[src/rtl/d_latch_driver.sv]
// Front end for a level-sensitive D latch: synchronizes and debounces a raw input,
// then presents it to the latch as a setup / enable-strobe / hold sequence.
module d_latch_driver #(
    parameter int DEBOUNCE_CYCLES = 4,
    parameter int STROBE_LEN      = 2
) (
    input  logic       Clk,
    input  logic       Rst_n,
    input  logic       Din,
    input  logic       Load,
    output logic       D,
    output logic       E,
    output logic       Busy,
    output logic [2:0] Dbg_state
);

    localparam int CW = $clog2(DEBOUNCE_CYCLES + 1);
    localparam int SW = $clog2(STROBE_LEN + 1);

    typedef enum logic [2:0] {
        IDLE   = 3'd0,
        CHECK  = 3'd1,
        SETUP  = 3'd2,
        STROBE = 3'd3,
        HOLD   = 3'd4
    } state_t;

    state_t        state_q, state_d;
    logic          sync1_q, sync_q;
    logic          stable_q, stable_d;
    logic          cand_q, cand_d;
    logic [CW-1:0] cnt_q, cnt_d;
    logic [SW-1:0] scnt_q, scnt_d;
    logic          d_q, d_d;
    logic          e_q, busy_q;

    always_comb begin
        state_d  = state_q;
        stable_d = stable_q;
        cand_d   = cand_q;
        cnt_d    = cnt_q;
        scnt_d   = scnt_q;
        d_d      = d_q;
        unique case (state_q)
            IDLE: begin
                // A pending change outranks a Load request in the same cycle.
                if (sync_q != stable_q) begin
                    state_d = CHECK;
                    cand_d  = sync_q;
                    cnt_d   = CW'(1);
                end else if (Load) begin
                    state_d = SETUP;
                    d_d     = stable_q;
                end
            end
            CHECK: begin
                if (sync_q != cand_q) begin
                    state_d = IDLE;
                    cnt_d   = '0;
                end else if (cnt_q == CW'(DEBOUNCE_CYCLES - 1)) begin
                    state_d  = SETUP;
                    stable_d = cand_q;
                    d_d      = cand_q;
                    cnt_d    = '0;
                end else begin
                    cnt_d = cnt_q + CW'(1);
                end
            end
            SETUP: begin
                state_d = STROBE;
                scnt_d  = SW'(1);
            end
            STROBE: begin
                if (scnt_q == SW'(STROBE_LEN)) begin
                    state_d = HOLD;
                    scnt_d  = '0;
                end else begin
                    scnt_d = scnt_q + SW'(1);
                end
            end
            HOLD: begin
                state_d = IDLE;
            end
            default: begin
                state_d = IDLE;
            end
        endcase
    end

    // E and Busy are registered from the next state so they line up with the state register.
    always_ff @(posedge Clk or negedge Rst_n) begin
        if (!Rst_n) begin
            sync1_q  <= 1'b0;
            sync_q   <= 1'b0;
            state_q  <= IDLE;
            stable_q <= 1'b0;
            cand_q   <= 1'b0;
            cnt_q    <= '0;
            scnt_q   <= '0;
            d_q      <= 1'b0;
            e_q      <= 1'b0;
            busy_q   <= 1'b0;
        end else begin
            sync1_q  <= Din;
            sync_q   <= sync1_q;
            state_q  <= state_d;
            stable_q <= stable_d;
            cand_q   <= cand_d;
            cnt_q    <= cnt_d;
            scnt_q   <= scnt_d;
            d_q      <= d_d;
            e_q      <= (state_d == STROBE);
            busy_q   <= (state_d != IDLE);
        end
    end

    assign D         = d_q;
    assign E         = e_q;
    assign Busy      = busy_q;
    assign Dbg_state = state_q;

endmodule

[config.mk]
export PLATFORM = sky130hd
export DESIGN_NAME = d_latch_driver
export DESIGN_NICKNAME = d
export VERILOG_FILES = /design/src/rtl/d_latch_driver.sv
export SDC_FILE = /design/constraint.sdc
export NUM_CORES = 1
export LEC_CHECK = 0
export BUFFER_PORTS_ARGS = -buffer_cell sky130_fd_sc_hd__buf_2
export CAP_MARGIN = 10
export CORE_MARGIN = 2
export CORE_UTILIZATION = 25
export CTS_CLUSTER_SIZE = 28
export DETAILED_ROUTE_END_ITERATION = 12
export PLACE_DENSITY_LB_ADDON = 0.12
export RECOVER_POWER = 100
export SYNTH_ARGS = -nofsm -noshare
export SYNTH_HDL_FRONTEND = slang
export SYNTH_SLANG_ARGS = --single-unit
[constraint.sdc]
create_clock -name Clk -period 2.2 [get_ports Clk]
set_input_delay 0.22 -clock Clk [delete_from_list [all_inputs] [get_ports Clk]]
set_output_delay 0.22 -clock Clk [all_outputs]
set_load 0.01 [all_outputs]
==> summary.txt <==
Route
  – DRC Markers: 0
  – TritonRoute pass-1 iters: 3
  – DRT iter0 DRCs: 9
  – Total detailed-routing wirelength: 1240 µm
  – Vias per inst: 4.52
  – Final ANT Viol Nets: 0
  – Wirelength per Cell: 12.2 µm
  – Via count: 461

Worst setup path
  – CP peak stage delay: 0.50 ns
  – Worst setup path class: flip-flop to flip-flop
  – CP Data Arrival Time: 1.84 ns
  – Slowest-stage cell, CP: dfrtp_1
  – Crit. End Element: flip-flop
  – Crit path max fanout: 11
  – Critical Path, Cell by Cell: or3_1 > o32a_1 > mux2_1
  – Critical path required time: 2.38 ns
  – Worst setup SP type: flip-flop

Synthesis
  – Post-synthesis sequential area ratio: 56.5%
  – Yosys reg bits: 15
  – Cell variety after synth: 24
  – Yosys synthesis warning count: 0
  – Syn_nets: 64
  – Post-Synthesis Cell Area: 664 µm²
  – Avg Inst Size Synth: 11.3 µm²
  – Mapped Cells: 59

Power
  – Power Dens Cells: 1330 mW/mm²
  – Logic pwr share: 37.0%
  – Leak: 0.328 nW
  – Sw frac: 40.4%
  – Pint: 600 µW
  – Part of the power in the clock network: 16.1%
  – VDD IR max: 568 µV
  – Psw: 406 µW
  – Sequential Power Share: 46.9%

Place
  – Post-DP HPWL: 918 µm
  – Gpl congestion: 0.714
  – Port bufs: 9
  – Placed instance area: 736 µm²

Floorplan
  – Die area: 0.00309 mm²
  – Die W: 55.6 µm
  – IO Count: 10
  – Row count: 18
  – Core outline area: 0.00250 mm²
  – Die H: 55.6 µm
  – Initial Util: 26.6%

Global routing
  – Initial antenna violation count: 0
  – Total GRT Usage: 9.93%
  – Maximum number of pins on one net before global-route repair: 16
  – Grt ovf: 0
  – First-pass GRT wire length: 2330 µm
  – Vias in the first global route: 481

Finish
  – # diodes: 0
  – Fin nets: 78
  – Design area: 756 µm²
  – Most frequent cells in the layout: 15 x dfrtp_1, 7 x clkbuf_1, 5 x nor2_1, 5 x o21ai_0
  – Area of the multi-input gates: 254 µm²
  – # fillers: 271
  – Register area: 375 µm²
  – Area grow syn2layout: 13.7%
  – Share of post-route cells with drive strength above 1: 11.1%
  – Most common cell after layout, fill and taps aside: dfrtp_1

STA
  – Final Slew Violations: 0
  – Fin Clk Skew: 0.00127 ns
  – Setup TNS: 0 ns
  – Hold slack: 0.0311 ns
  – Crit path time final: 1.67 ns
  – Worst slew margin: 45.2%
  – Max Freq: 601 MHz
  – Final hold vios: 0
  – RSZ-0062 raised after global routing: false
  – Final clock period utilization by the worst path: 75.7%
  – Final setup vio count: 0
  – Slew of the pin with the lowest slew margin: 0.822 ns

CTS
  – CTS Buf Count: 3
  – Post-CTS setup-driven buffer insertion count: 0
  – H-tree depth: 1
  – Clock tree sinks: 15
  – Skew-Pair Late Insertion Delay: 0.29 ns
  – CTS resizes: 0
  – CTS clk-pin slew, worst paths: 0.09 ns
  – Max clock buf depth: 2
  – Root Driver: clkbuf_4
  – CTS tree: built

Outcome
  – Status: complete, no violations

Run
  – Maxcap violations: 0

Hold path
  – Hold Crit Class: input pin to flip-flop
layer usage:
layer / track usage [%] / up-vias / part of all wire, %
li1: - / 235 / -
met1: 13.1 / 215 / 50
met2: 13.9 / 9 / 43
met3: 5.15 / 2 / 5.6
met4: 3.14 / 0 / 1.5
met5: 0 / - / 0
power groups by stage:
stage	registers [mW]	logic, mW	clock network (mW)
after floorplan	0.467	0.302	0
after global placement	0.479	0.413	0
after detailed placement	0.476	0.406	0
after CTS	0.471	0.411	0.171
after global routing	0.491	0.437	0.184
final	0.472	0.372	0.162
sequential cells by signal (all words and copies together) (netlist names):
signal / count
cnt_q: 3
cand_q: 1
D: 1
Dbg_state: 3
sync1_q: 1
stable_q: 1
Busy: 1
sync_q: 1
E: 1
scnt_q: 2
critical path, delay by kind of cell, from the launching register on:
kind,cells,cell delay [ns]
compound gates,1,0.33
flops,1,0.50
simple gates,1,0.40
mux,1,0.32
cells by family (layout without fill, tap and decap cells):
group,count (synthesis),in the layout,synth area share [%]
compound gates,14,14,14.3
xor+xnor,2,2,2.64
fa+ha+maj,1,1,1.88
buf+inv,5,18,3.95
flops,15,15,56.5
mux,3,3,5.65
simple gates,19,19,15.1
through the flow:
step,setup slack (ns),util [%],power [mW],instances
3_3_place_gp,0.573,29.4,0.892,97
4_1_cts,0.570,30.9,1.05,102
5_1_grt,0.421,30.2,1.11,102
6_report,0.535,30.2,1.01,102
3_5_place_dp,0.594,29.4,0.882,97
2_1_floorplan,0.597,-,0.769,59
repair_timing:
item | 4_1_cts | 5_1_grt
hold buffers | 1 | 0
endpoints found under the setup margin | 0 | 0
hold endpoints to repair | 15 | 0
cells in the mapped netlist, drive strengths merged:
master | n | area share (%)
o21a | 2 | 2.3
o211ai | 2 | 2.3
o21bai | 1 | 1.1
nor2 | 5 | 2.8
nand3 | 2 | 1.5
mux2 | 3 | 5.6
a22o | 1 | 1.3
or3 | 1 | 1.7
xnor2 | 2 | 2.6
o21ai | 5 | 3.8
a21oi | 1 | 0.75
nand2b | 2 | 1.9
buf | 1 | 1.7
ha | 1 | 1.9
nand4 | 1 | 0.94
nand2 | 4 | 2.3
inv | 4 | 2.3
nand3b | 2 | 2.3
nor3 | 1 | 0.75
o32a | 1 | 1.5
dfrtp | 15 | 56
nor2b | 1 | 0.94
o2bb2ai | 1 | 1.3
worst paths after layout:
path	from	end	slack, ns	cells past startpoint
worst max-delay path	Dbg_state[0]	D	0.53	3
worst min-delay path	Din	sync1_q	0.03	1
worst max register to register	Dbg_state[0]	D	0.53	3
worst min register to register	sync1_q	sync_q	0.36	0
max in group asynchronous	Rst_n	Dbg_state[1]	1.16	2
min in group asynchronous	Rst_n	scnt_q[1]	0.54	2
layout make-up:
class | count | area share (%)
Tap cell | 30 | 4.97
Inverter | 4 | 1.99
Multi-Input combinational cell | 39 | 33.6
Sequential cell | 15 | 49.7
Timing Repair Buffer | 10 | 6.13
Clock inverter | 1 | 0.662
Clock buffer | 3 | 2.98
Power figures use the tool's default switching activity.
